--- src/rtl/uart_key_decoder_if.sv ---
// Byte handshake and note-event bundle between the piano UART
// receiver, the key decoder and the tone generator.
interface uart_key_decoder_if;
  logic [7:0] d_in;
  logic       ready;
  logic       ack;
  logic       note_on;
  logic [3:0] note_idx;
  logic [1:0] octave;
  logic       key_strobe;
  logic       byte_err;

  modport master (
    output d_in, ready,
    input  ack, note_on, note_idx, octave,
    input  key_strobe, byte_err
  );

  modport slave (
    input  d_in, ready,
    output ack, note_on, note_idx, octave,
    output key_strobe, byte_err
  );
endinterface

--- src/rtl/uart_key_decoder.sv ---
// Maps ASCII keyboard bytes from the piano UART to note events,
// with octave shift, explicit note-off and sustain auto-release.
module uart_key_decoder #(
  parameter int SUSTAIN_CYCLES = 25000000,
  parameter int TIMER_W        = 25
) (
  input  logic          clk,
  input  logic          rst,
  uart_key_decoder_if.slave kb
);

  typedef enum logic [1:0] {
    IDLE,
    DECODE,
    WAIT_LOW
  } state_t;

  state_t state;

  logic               sync1, sync2, sync3;
  logic               rdy_rise;
  logic [7:0]         byte_q;
  logic [TIMER_W-1:0] timer;

  logic       ack_q;
  logic       note_on_q;
  logic [3:0] note_idx_q;
  logic [1:0] octave_q;
  logic       key_strobe_q;
  logic       byte_err_q;

  logic       is_note;
  logic [3:0] note_map;

  assign rdy_rise = sync2 & ~sync3;

  always_comb begin
    is_note  = 1'b1;
    note_map = 4'd0;
    case (byte_q)
      8'h61: note_map = 4'd0;
      8'h77: note_map = 4'd1;
      8'h73: note_map = 4'd2;
      8'h65: note_map = 4'd3;
      8'h64: note_map = 4'd4;
      8'h66: note_map = 4'd5;
      8'h74: note_map = 4'd6;
      8'h67: note_map = 4'd7;
      8'h79: note_map = 4'd8;
      8'h68: note_map = 4'd9;
      8'h75: note_map = 4'd10;
      8'h6A: note_map = 4'd11;
      8'h6B: note_map = 4'd12;
      default: is_note = 1'b0;
    endcase
  end

  always_ff @(posedge clk or posedge rst) begin
    if (rst) begin
      state        <= IDLE;
      sync1        <= 1'b0;
      sync2        <= 1'b0;
      sync3        <= 1'b0;
      byte_q       <= 8'h00;
      timer        <= '0;
      ack_q        <= 1'b1;
      note_on_q    <= 1'b0;
      note_idx_q   <= 4'd0;
      octave_q     <= 2'd1;
      key_strobe_q <= 1'b0;
      byte_err_q   <= 1'b0;
    end else begin
      sync1        <= kb.ready;
      sync2        <= sync1;
      sync3        <= sync2;
      key_strobe_q <= 1'b0;
      byte_err_q   <= 1'b0;

      // Sustain countdown; a note key decoded on the expiry edge
      // overrides the release below.
      if (note_on_q && timer != '0) begin
        timer <= timer - 1'b1;
        if (timer == TIMER_W'(1))
          note_on_q <= 1'b0;
      end

      unique case (state)
        IDLE: begin
          if (rdy_rise) begin
            byte_q <= kb.d_in;
            state  <= DECODE;
            ack_q  <= 1'b0;
          end
        end
        DECODE: begin
          state <= WAIT_LOW;
          if (is_note) begin
            note_idx_q   <= note_map;
            note_on_q    <= 1'b1;
            timer        <= TIMER_W'(SUSTAIN_CYCLES);
            key_strobe_q <= 1'b1;
          end else if (byte_q == 8'h20) begin
            note_on_q <= 1'b0;
            timer     <= '0;
          end else if (byte_q == 8'h2B) begin
            if (octave_q != 2'd2)
              octave_q <= octave_q + 2'd1;
          end else if (byte_q == 8'h2D) begin
            if (octave_q != 2'd0)
              octave_q <= octave_q - 2'd1;
          end else begin
            byte_err_q <= 1'b1;
          end
        end
        WAIT_LOW: begin
          if (!sync2) begin
            state <= IDLE;
            ack_q <= 1'b1;
          end
        end
        default: state <= IDLE;
      endcase
    end
  end

  assign kb.ack        = ack_q;
  assign kb.note_on    = note_on_q;
  assign kb.note_idx   = note_idx_q;
  assign kb.octave     = octave_q;
  assign kb.key_strobe = key_strobe_q;
  assign kb.byte_err   = byte_err_q;

endmodule

--- src/flat_wrapper.sv ---
// flat-port wrapper written by rule: the top's interface ports become plain ports
module uart_key_decoder_flat 
#(
  parameter int SUSTAIN_CYCLES = 25000000,
  parameter int TIMER_W        = 25
)
  (clk, rst, kb_d_in, kb_ready, kb_ack, kb_note_on, kb_note_idx, kb_octave, kb_key_strobe, kb_byte_err);
  uart_key_decoder_if kb_i ();
  input  logic clk;
  input  logic rst;
  input wire logic [$bits(kb_i.d_in)-1:0] kb_d_in;
  input wire logic [$bits(kb_i.ready)-1:0] kb_ready;
  output wire logic [$bits(kb_i.ack)-1:0] kb_ack;
  output wire logic [$bits(kb_i.note_on)-1:0] kb_note_on;
  output wire logic [$bits(kb_i.note_idx)-1:0] kb_note_idx;
  output wire logic [$bits(kb_i.octave)-1:0] kb_octave;
  output wire logic [$bits(kb_i.key_strobe)-1:0] kb_key_strobe;
  output wire logic [$bits(kb_i.byte_err)-1:0] kb_byte_err;
  assign kb_i.d_in = kb_d_in;
  assign kb_i.ready = kb_ready;
  assign kb_ack = kb_i.ack;
  assign kb_note_on = kb_i.note_on;
  assign kb_note_idx = kb_i.note_idx;
  assign kb_octave = kb_i.octave;
  assign kb_key_strobe = kb_i.key_strobe;
  assign kb_byte_err = kb_i.byte_err;
  uart_key_decoder #(.SUSTAIN_CYCLES(SUSTAIN_CYCLES), .TIMER_W(TIMER_W)) u_core (.clk(clk), .rst(rst), .kb(kb_i));
endmodule
--- config.mk ---
export PLATFORM = sky130hd
export DESIGN_NAME = uart_key_decoder_flat
export DESIGN_NICKNAME = d
export VERILOG_FILES = /design/src/rtl/uart_key_decoder_if.sv /design/src/rtl/uart_key_decoder.sv /design/src/flat_wrapper.sv
export SDC_FILE = /design/constraint.sdc
export NUM_CORES = 1
export LEC_CHECK = 0
export CAP_MARGIN = 10
export CORE_MARGIN = 4
export CORE_UTILIZATION = 62
export DETAILED_ROUTE_END_ITERATION = 6
export GPL_TIMING_DRIVEN = 0
export PLACE_DENSITY = 0.84
export RECOVER_POWER = 25
export SLEW_MARGIN = 10
export SYNTH_ARGS = -nofsm -noshare
export SYNTH_HDL_FRONTEND = slang
export SYNTH_SLANG_ARGS = --single-unit
--- constraint.sdc ---
create_clock -name clk -period 5.7 [get_ports clk]
set_input_delay 1.425 -clock clk [delete_from_list [all_inputs] [get_ports clk]]
set_output_delay 1.425 -clock clk [all_outputs]
set_load 0.01 [all_outputs]
# Word level (Yosys, flattened, before mapping)
# Cells that the tools add are included.
# W data, S select, Z words.
# totals
reg_bits	48
input_bits	11
out_inout_bits	10
elab_cells	83
# classes
add_sub_neg	3
eq_ne	23
muxes	28
n_bitwise	4
reduce_logical	13
# op_table
operator	count
$eq A8 B7 Y1 const B	13
$mux W25	4
$pmux W4 S12	1
$eq A25 B1 Y1 const B	1
$reduce_bool A25 Y1	1
$sub A25 B1 Y25 const B	1
$eq A8 B6 Y1 const B	3
$mux W1	15
$reduce_or A13 Y1	1
$mux W2	6
$reduce_bool A2 Y1	4
$ne A2 B2 Y1 const B	3
$pmux W2 S3	1
$reduce_and A2 Y1	3
$reduce_and A6 Y1	1
$not A1 Y1	3
$reduce_and A3 Y1	1
$add A2 B1 Y2 const B	1
$eq A2 B1 Y1 const B	1
$eq A2 B2 Y1 const B	1
$logic_not A2 Y1	1
$ne A2 B1 Y1 const B	1
$pmux W1 S2	1
$sub A2 B1 Y2 const B	1
2 further kinds	2

# Longest topological paths before layout
# Gate-level depths: netlist of run 1.
# depth
depth_word	6
mapped_depth	7
ltp_nobuf	7

# Worst setup path before layout of run 1
# Ideal clock, no wire load.
# synth_path
path_type	register -> register
startpoint	register u_core.timer[0]
endpoint	register u_core.timer[9]
setup_ps	132
t_arrival_ps	2013
slack_ps	3555
path_stages_with_launch	8
path_buffers	0
synth_period_minus_slack_ps	2145
path_cell_list	dfrtp_1 > inv_1 > ha_1 > nor3b_1 > nand4_1 > o211ai_1 > xor2_1 > nor2_1
# synth_via
elab_chain_cells	6
# synth_lines
item	line_no	text
start: declaration	uart_key_decoder.sv:23	logic [TIMER_W-1:0] timer;
start signal: assignment	uart_key_decoder.sv:82	timer <= timer - 1'b1;
start signal: assignment	uart_key_decoder.sv:100	timer <= TIMER_W'(SUSTAIN_CYCLES);
parallel branches: the longest is 2 deep, another holds $sub A25 B1 Y25	n/a	
$mux W25 *	uart_key_decoder.sv:81	if (note_on_q && timer != '0) begin
$mux W25	uart_key_decoder.sv:102	end else if (byte_q == 8'h20) begin
$mux W25	uart_key_decoder.sv:97	if (is_note) begin
$mux W25 *	uart_key_decoder.sv:87	unique case (state)
# Every way passes the cells marked *.
# A chain may end at the register's enable or synchronous reset.

# Worst setup path after layout of run 1
# layout_path
startpoint	register u_core.octave_q[0] (netlist: u_core.kb.octave[0])
endpoint	output port kb_octave[0]
# layout_rtl
item	line_no	text
start: declaration	uart_key_decoder.sv:28	logic [1:0] octave_q;
start signal: assignment	uart_key_decoder.sv:107	octave_q <= octave_q + 2'd1;
start signal: assignment	uart_key_decoder.sv:110	octave_q <= octave_q - 2'd1;
end: declaration	flat_wrapper.sv:16	output wire logic [$bits(kb_i.octave)-1:0] kb_octave;
# No word-level cell between the ends.

==> impl_metrics.env, run 1 <==
export IMPL_clock_latency_ns=0.31
export IMPL_required_ns=4.28
export IMPL_rr_endpoint="u_core.timer[17]"
export IMPL_status="finished clean"
export IMPL_synthTopCellsByCount="46 x dfrtp_1, 26 x o21ai_0, 23 x nor2_1"
export IMPL_yosysMostFrequentCell="dfrtp_1"
export IMPL_postCtsHoldBufs=0
export IMPL_clkTransAtPathRegs_ns=0.09
export IMPL_crit_path_max_incr_delay_ns=0.57
export IMPL_r2r_slack_ns=2.97
export IMPL_final_max_slew_viol_count=0
export IMPL_antenna_found_initial=0
export IMPL_setup_violations=0
export IMPL_grt_usage=0.2320
export IMPL_crit_slowest_cell="dfstp_2"
export IMPL_rsz0062_at_grt="no"
export IMPL_power_ir_vdd_worst_uv=238.8
export IMPL_syn_avg_cell_area_sq_um=9.666
export IMPL_layout_drive_gt1_share=0.1126
export IMPL_gr_total_overflow=0
export IMPL_synth_warnings=0
export IMPL_port_buffers=20
export IMPL_met3_length_um=284
export IMPL_drc_errors=0
export IMPL_wl_met2_mm=2.595
export IMPL_vias=2195
export IMPL_min_period_ns=2.847
export IMPL_stdcell_count=352
export IMPL_final_nets=314
export IMPL_cts_root_buf="clkbuf_8"
export IMPL_first_iter_violations=204
export IMPL_hp_class="reg -> reg"
export IMPL_synth_cell_types=56
export IMPL_synth_enable_flop_cells=0
export IMPL_syn_nets=286
export IMPL_relSlewSlack=0.3884
export IMPL_grt_max_degree=30
export IMPL_coreArea_sq_um=4058
export IMPL_worst_hold_path_num_cells=0
export IMPL_end_kind="output pin"
export IMPL_worstHoldStart="u_core.sync1"
export IMPL_startpoint_type="flop"
export IMPL_synthCells=273
export IMPL_die_w_um=73.24
export IMPL_htree_levels=2
export IMPL_area_growth_syn_to_layout_pct=14.94
export IMPL_ys_flop_type="dfrtp_1"
export IMPL_cp_cell_sequence="clkdlybuf4s50_1"
export IMPL_cts_setup_buffers=0
export IMPL_drt_pass1_iter_count=5
export IMPL_ys_ff_latch=48
export IMPL_crit_family="flip-flops"
export IMPL_wl_met1_mm=2.699
export IMPL_skew_ns=0.006920
export IMPL_grt_pass1_vias=1976
export IMPL_viasPerCell=6.236
export IMPL_post_drt_wl_per_cell_um=16.09
export IMPL_ant_nets=0
export IMPL_synth_area_top_cells="dfrtp_1 44%, o21ai_0 4.9%, nor2_1 3.3%, xnor2_1 3.0%, xor2_1 3.0%"
export IMPL_wl_mm=5.664
export IMPL_synth_area_sq_um=2639
export IMPL_cap_violations=0
export IMPL_period_share=0.4995
export IMPL_clk_path_buf_depth=2
export IMPL_rr_startpoint="u_core.timer[0]"
export IMPL_start_util=0.6503
export IMPL_clock_sinks=48
export IMPL_rows=23
export IMPL_dr_max_layer_used="met4"
export IMPL_reg2reg_depth=7
export IMPL_ys_seq_area_frac=0.4561
export IMPL_diodes=0
export IMPL_cts_buffers=5
export IMPL_dp_cells=344
export IMPL_io_pins=21
export IMPL_finalHoldViolations=0
export IMPL_finalWeightedCongestion=0.8476
export IMPL_grt_first_pass_wirelength_mm=9.577
export IMPL_place_detailed_hpwl_mm=3.922
export IMPL_cp_depth=1
export IMPL_worstPathArrival_ns=1.42
export IMPL_cts_resized=0
export IMPL_die_h_um=73.24
export IMPL_async_flop_share=1.000
export IMPL_critPathKind="reg -> out"
export IMPL_worstPathBufferInverterCount=1
export IMPL_worstPathMaxFanout=5
export IMPL_clock_fmax_ghz=0.3512
export IMPL_worstHoldEndpoint="u_core.sync2"
export IMPL_cts_tree="yes"
export IMPL_dieArea_sq_um=5364
export IMPL_yosys_area_top_type="dfrtp_1"
export IMPL_cellPowerDensity_nw_per_um2=443.2
export IMPL_netlist_area_leader_share=0.4362
export IMPL_worst_pin_slew_ns=0.9103
export IMPL_power_leakage_nw=1.219
export IMPL_crit_path_start="u_core.kb.octave[0]"
export IMPL_tns_ns=0
[sequential cells by signal, indices dropped and copies added, names as in the netlist]
register,flops
u_core.state,2
u_core.kb.byte_err,1
u_core.sync3,1
u_core.kb.note_idx,4
u_core.byte_q,8
u_core.kb.note_on,1
u_core.kb.octave,2
u_core.kb.key_strobe,1
u_core.kb.ack,1
u_core.sync2,1
u_core.timer,25
u_core.sync1,1
[per-layer routing]
metal | vias up | track usage
met5 | - | 0
met4 | 0 | 0.09221
met3 | 9 | 0.03719
met2 | 64 | 0.3317
met1 | 1060 | 0.3500
li1 | 1062 | -
[logic make-up (layout without fill, tap and decap cells)]
logic type | count (synthesis) | after routing | share of synthesized area
buffers and inverters | 21 | 50 | 0.03129
xor gates and xnor gates | 18 | 18 | 0.05975
and+or+nand+nor | 109 | 109 | 0.2428
adders and majority gates | 2 | 2 | 0.009482
AOI/OAI and AO/OA | 70 | 70 | 0.1792
DFF | 48 | 48 | 0.4561
muxes | 5 | 5 | 0.02134
[layout make-up]
cell class | count | area [sq um]
tap | 50 | 62.56
clock inverter | 3 | 42.54
fill | 293 | 1025
buffer | 13 | 52.55
clock buffer | 5 | 68.82
inverter | 8 | 30.03
sequential | 48 | 1204
multi-input combinational | 204 | 1353
timing repair buffer | 21 | 220.2
[worst max path at each step]
stage,endpoint
floorplan,u_core.byte_q[0]
detailed placement,u_core.timer[13]
finish,kb_octave[0]
global route,u_core.timer[1]
global placement,u_core.kb.note_idx[0]
CTS,kb_octave[0]
[placed cells by master, fill, tap and decap left out, types with 3 or more instances in the layout]
cell and n:
inv_1 8, or3b_2 3, nand2_1 20, nor3_1 10, nor3b_1 3, clkbuf_1 10, o31ai_1 5, xnor2_1 9
buf_2 3, nor2_1 23, nand4_1 3, or4_1 4, mux2_2 5, nand2b_1 4, clkdlybuf4s50_1 18, o211ai_1 8
clkbuf_8 5, o21ai_0 26, nand3_1 6, nor4_1 7, nor2b_1 4, a2111oi_0 3, xor2_1 9, a21oi_1 9
dfrtp_1 46, or4_4 3
[through the flow]
stage          instance area, sq um  hold slack, ns  worst slack [ns]    util  power, mW
6_report                       3033          0.3576             2.853  0.7475      1.344
5_1_grt                        3033          0.3645             2.629  0.7475      1.436
4_1_cts                        3033          0.3612             2.842  0.7475      1.341
3_5_place_dp                   2922          0.3403             3.092  0.7200      1.088
3_3_place_gp                   2902          0.3321             2.268  0.7151      1.071
2_1_floorplan                  2639          0.3312             3.134       -     0.9434
[where the power goes]
group          leakage (nW)  internal [mW]  switching [mW]  total [mW]
clock network        0.0541          0.130           0.119       0.249
logic                 0.560          0.232           0.298       0.530
registers             0.604          0.452           0.114       0.566
total                  1.22          0.813           0.531        1.34
(Power assumes the default switching activity.)
==> run 2, diff against run 1 <==
CORE_UTILIZATION = 52   (was 62)
PLACE_DENSITY = 0.75   (was 0.84)
clock period = 2.6 ns   (was 5.7 ns; I/O delays follow)
==> run 2 against run 1 <==
Effect of this change: non-clock buffer count up 2; setup slack worse by 2.6 ns; sequential power up 120%; sequential share of layout area down 0.49 points; clock skew up 0.0055 ns; routed wire length up 2.0%; design area up 1.2%; combinational power up 120%; first-iteration DRC count down 50%; largest cell class unchanged.
==> impl_metrics.env, run 2 (synthesized netlist as in run 1, its figures left out) <==
export IMPL_rsz0062_at_grt="no"
export IMPL_layout_commonest_cell="dfrtp_1"
export IMPL_dpl_worst_slack_ns=-0.03342
export IMPL_io_pins=21
export IMPL_period_share=0.9050
export IMPL_end_kind="flop"
export IMPL_fillers=418
export IMPL_dieArea_sq_um=6278
export IMPL_power_ir_vdd_worst_uv=551.5
export IMPL_grt_usage=0.2044
export IMPL_final_nets=316
export IMPL_placed_cell_area_sq_um=2943
export IMPL_vias=2202
export IMPL_final_cell_mix="46 x dfrtp_1, 26 x o21ai_0, 23 x nor2_1"
export IMPL_rows=25
export IMPL_relSlewSlack=0.4868
export IMPL_place_detailed_hpwl_mm=4.039
export IMPL_startpoint_type="flop"
export IMPL_final_max_slew_viol_count=0
export IMPL_start_util=0.5478
export IMPL_worst_hold_path_num_cells=0
export IMPL_worstHoldEndpoint="u_core.sync2"
export IMPL_r2r_slack_ns=0.25
export IMPL_htree_levels=2
export IMPL_die_h_um=79.24
export IMPL_cap_violations=0
export IMPL_setup_violations=0
export IMPL_required_ns=2.77
export IMPL_status="finished clean"
export IMPL_clock_fmax_ghz=0.4250
export IMPL_final_area_sq_um=3070
export IMPL_critPathKind="reg -> reg"
export IMPL_largest_register="u_core.timer"
export IMPL_reg2reg_depth=7
export IMPL_port_buffers=20
export IMPL_first_iter_violations=102
export IMPL_cts_root_buf="clkbuf_8"
export IMPL_clkTransAtPathRegs_ns=0.10
export IMPL_worstHoldStart="u_core.sync1"
export IMPL_power_leakage_nw=1.233
export IMPL_layout_drive_gt1_share=0.1283
export IMPL_grt_first_pass_wirelength_mm=10.21
export IMPL_clock_latency_ns=0.31
export IMPL_gr_total_overflow=0
export IMPL_rr_startpoint="u_core.timer[0]"
export IMPL_worst_pin_slew_ns=0.7698
export IMPL_worst_hold_slack_ns=0.3645
export IMPL_post_drt_wl_per_cell_um=15.57
export IMPL_hp_class="reg -> reg"
export IMPL_clk_path_buf_depth=2
export IMPL_diodes=0
export IMPL_ant_nets=0
export IMPL_postCtsHoldBufs=0
export IMPL_area_growth_syn_to_layout_pct=16.36
export IMPL_grt_pass1_vias=2225
export IMPL_largest_register_ffs=25
export IMPL_drc_errors=0
export IMPL_coreArea_sq_um=4817
export IMPL_cts_tree="yes"
export IMPL_timing_final_ws_setup_ns=0.2470
export IMPL_antenna_found_initial=0
export IMPL_finalWeightedCongestion=0.8722
export IMPL_finalHoldViolations=0
export IMPL_skew_ns=0.01244
export IMPL_min_period_ns=2.353
export IMPL_grt_max_degree=32
export IMPL_worstPathMaxFanout=8
export IMPL_viasPerCell=5.935
export IMPL_rr_endpoint="u_core.timer[22]"
export IMPL_cellPowerDensity_nw_per_um2=970.5
export IMPL_drt_pass1_iter_count=4
export IMPL_die_w_um=79.24
export IMPL_clock_sinks=48
export IMPL_cts_buffers=5
export IMPL_worstPathArrival_ns=2.52
export IMPL_wl_mm=5.776
-- run 2: area by class of cell --
type                    instances  area (sq um)  share of cell area
multi-input cells             204          1363              0.4438
plain buffers                  13         53.80             0.01752
clock buffers                   5         68.82             0.02241
repair buffers                 23         220.2             0.07172
well taps                      67         83.83             0.02730
clock inverters                 3         47.55             0.01548
inverters                       8         30.03            0.009780
flip-flops and latches         48          1204              0.3920
-- run 2: worst max-delay path: stages, from the launching register on --
cell and delay [ns]:
dfrtp_1 0.42, inv_1 0.10, ha_1 0.20, nor3b_2 0.36, nand3_2 0.23, a2111oi_0 0.63, xnor2_1 0.18, o21ai_0 0.09
-- run 2: worst max path at each step --
stage | start | to | slack (ns)
finish | u_core.timer[0] | u_core.timer[22] | 0.25
global route | u_core.timer[9] | u_core.timer[22] | 0.06
CTS | u_core.timer[0] | u_core.timer[22] | 0.03
detailed placement | u_core.timer[0] | u_core.timer[1] | -0.03
global placement | rst | u_core.kb.note_idx[3] | -0.11
floorplan | u_core.timer[0] | u_core.timer[9] | 0.45
-- run 2: routing by layer --
layer	vias to the layer above	wire length (um)	track usage
met5	-	0	0
met4	0	64	0.07045
met3	7	310	0.04535
met2	65	2770	0.3308
met1	1062	2630	0.2704
li1	1068	-	-
-- run 2: per-stage QoR --
| step | instances | power [mW] | util | TNS [ns] |
|---|---|---|---|---|
| floorplan | 273 | 2.068 | - | 0 |
| global placement | 360 | 2.359 | 0.6068 | -4.950 |
| detailed placement | 361 | 2.396 | 0.6109 | -0.08191 |
| CTS | 371 | 2.966 | 0.6382 | 0 |
| global route | 371 | 3.207 | 0.6374 | 0 |
| finish | 371 | 2.980 | 0.6374 | 0 |
-- run 2: timing repair --
item,CTS,global route
endpoints found under the hold margin,0,0
buffers inserted,2,0
pin swaps,1,0
setup endpoints to repair,10,9
resized for setup,0,4
-- run 2: where the power goes --
group / internal, mW / switching [mW]
clock: 0.290 / 0.270
sequential: 0.990 / 0.260
combinational: 0.512 / 0.658
total: 1.79 / 1.19
==> run 3, diff against run 2 <==
CORE_MARGIN = 10   (was 4)
RECOVER_POWER = not set   (was 25)
==> run 3 against run 2 <==
Effect of this change: critical path depth is 1 lower; design area hardly changed; sequential share of layout area hardly changed; die area is 33% higher; clock skew is 0.0019 ns lower; clock power is 16% lower; non-clock buffer count stayed put; combinational power hardly changed; via count is 0.27% lower; total power is 2.9% lower; global-route usage is 5.7 points lower; critical endpoint is now u_core.timer[1].
==> impl_metrics.env, run 3 (synthesized netlist as in run 1, its figures left out) <==
export IMPL_rows=25
export IMPL_startpoint_type="flop"
export IMPL_required_ns=2.81
export IMPL_drt_pass1_iter_count=4
export IMPL_cellPowerDensity_nw_per_um2=943.3
export IMPL_cp_cell_sequence="or4_4 > or3_1 > buf_2 > o21ai_2 > nor2_1 > a211oi_1"
export IMPL_wl_met1_mm=2.835
export IMPL_io_pins=21
export IMPL_viasPerCell=5.919
export IMPL_crit_path_max_incr_delay_ns=0.58
export IMPL_worstPathArrival_ns=2.53
export IMPL_power_leakage_nw=1.222
export IMPL_status="finished clean"
export IMPL_stdcell_count=371
export IMPL_setup_violations=0
export IMPL_grt_first_pass_wirelength_mm=10.38
export IMPL_clk_path_buf_depth=2
export IMPL_hp_class="reg -> reg"
export IMPL_crit_slowest_cell="or4_4"
export IMPL_finalHoldViolations=0
export IMPL_final_cell_mix="46 x dfrtp_1, 26 x o21ai_0, 23 x nor2_1"
export IMPL_multiInputGateArea_sq_um=1364
export IMPL_dp_cells=361
export IMPL_clock_latency_ns=0.30
export IMPL_cts_root_buf="clkbuf_8"
export IMPL_gr_total_overflow=0
export IMPL_die_w_um=91.24
export IMPL_grt_max_degree=32
export IMPL_dr_max_layer_used="met4"
export IMPL_power_mw=2.894
export IMPL_min_period_ns=2.316
export IMPL_clockPowerShare=0.163
export IMPL_htree_levels=2
export IMPL_largest_register="u_core.timer"
export IMPL_combPwrFrac=0.404
export IMPL_port_buffers=20
export IMPL_cts_tree="yes"
export IMPL_clock_sinks=48
export IMPL_worst_pin_slew_ns=0.7241
export IMPL_period_share=0.8909
export IMPL_antenna_found_initial=0
export IMPL_layout_commonest_cell="dfrtp_1"
export IMPL_finalWeightedCongestion=0.8482
export IMPL_diodes=0
export IMPL_seqCellArea_sq_um=1204
export IMPL_critPathKind="reg -> reg"
export IMPL_wl_met2_mm=2.720
export IMPL_drc_errors=0
export IMPL_power_internal_mw=1.720
export IMPL_relSlewSlack=0.5128
export IMPL_grt_pass1_vias=2128
export IMPL_area_growth_syn_to_layout_pct=16.26
export IMPL_dieArea_sq_um=8324
export IMPL_skew_ns=0.01049
export IMPL_cts_buffers=5
export IMPL_clkTransAtPathRegs_ns=0.09
export IMPL_worstPathMaxFanout=10
export IMPL_coreArea_sq_um=4817
export IMPL_reg2reg_depth=6
export IMPL_p_seq_frac=0.432
export IMPL_end_kind="flop"
export IMPL_first_iter_violations=130
export IMPL_final_max_slew_viol_count=0
export IMPL_clock_fmax_ghz=0.4317
export IMPL_worst_hold_path_num_cells=0
export IMPL_post_drt_wl_per_cell_um=15.78
export IMPL_vias=2196
export IMPL_largest_register_ffs=25
export IMPL_fillers=424
export IMPL_ant_nets=0
export IMPL_switchingPower_mw=1.174
export IMPL_layout_drive_gt1_share=0.1316
export IMPL_place_detailed_hpwl_mm=4.185
export IMPL_wl_mm=5.856
export IMPL_switching_share=0.4057
export IMPL_power_ir_vdd_worst_uv=559.5
export IMPL_die_h_um=91.24
export IMPL_grt_usage=0.1470
export IMPL_rsz0062_at_grt="no"
export IMPL_final_nets=316
export IMPL_start_util=0.5478
export IMPL_cap_violations=0
export IMPL_met3_length_um=255
run 3: worst max-delay path: cells and delay by family, from the launching register on:
family,cells,cell delay [ns]
buf+inv,1,0.21
flops,1,0.43
compound gates,2,0.55
simple gates,3,1.03
run 3: worst paths after layout:
path / start / slack, ns / to
hold reg to reg: u_core.sync1 / 0.35 / u_core.sync2
max in group asynchronous: rst / 1.37 / u_core.kb.octave[0]
hold / removal: u_core.sync1 / 0.35 / u_core.sync2
setup / recovery: u_core.timer[17] / 0.28 / u_core.timer[1]
setup reg to reg: u_core.timer[17] / 0.28 / u_core.timer[1]
min in group asynchronous: rst / 0.65 / u_core.timer[2]
run 3: cell type report:
cell class	instances	area share
buffer	13	0.01754
clock buffer	6	0.02692
clock inverter	2	0.004894
inverter	8	0.009788
multi-input combinational	204	0.4445
sequential	48	0.3923
tap	67	0.02732
timing repair buffer	23	0.07667
run 3: through the flow:
step                      setup WS, ns  cell area [sq um]    util  hold slack (ns)  TNS (ns)
final                           0.2835               3068  0.6369           0.3540         0
after global routing           0.04920               3068  0.6369           0.3792         0
after CTS                      0.08010               3055  0.6343           0.3569         0
after detailed placement      -0.06506               2943  0.6109           0.3347   -0.2202
after global placement         -0.1245               2923  0.6068           0.3327    -5.647
after floorplan                 0.4550               2639       -           0.3312         0
run 3: timing repair:
action                                  CTS  global route
pin swaps                                 1             0
endpoints found under the setup margin   10            16
setup buffers                             2             0
gates resized for setup                   0             5
gates cloned                              0             0
hold buffers                              0             0
run 3: power by group through the flow:
| stage | Combinational (mW) | Clock, mW | Sequential, mW |
|---|---|---|---|
| floorplan | 0.862 | 0 | 1.21 |
| global placement | 1.12 | 0 | 1.24 |
| detailed placement | 1.15 | 0 | 1.25 |
| CTS | 1.16 | 0.484 | 1.24 |
| global route | 1.32 | 0.520 | 1.29 |
| finish | 1.17 | 0.473 | 1.25 |
run 3: per-layer routing:
| layer | vias to the layer above | GRT usage |
|---|---|---|
| met5 | - | 0 |
| met1 | 1071 | 0.2030 |
| li1 | 1071 | - |
| met4 | 0 | 0.03786 |
| met2 | 49 | 0.2285 |
| met3 | 5 | 0.02963 |
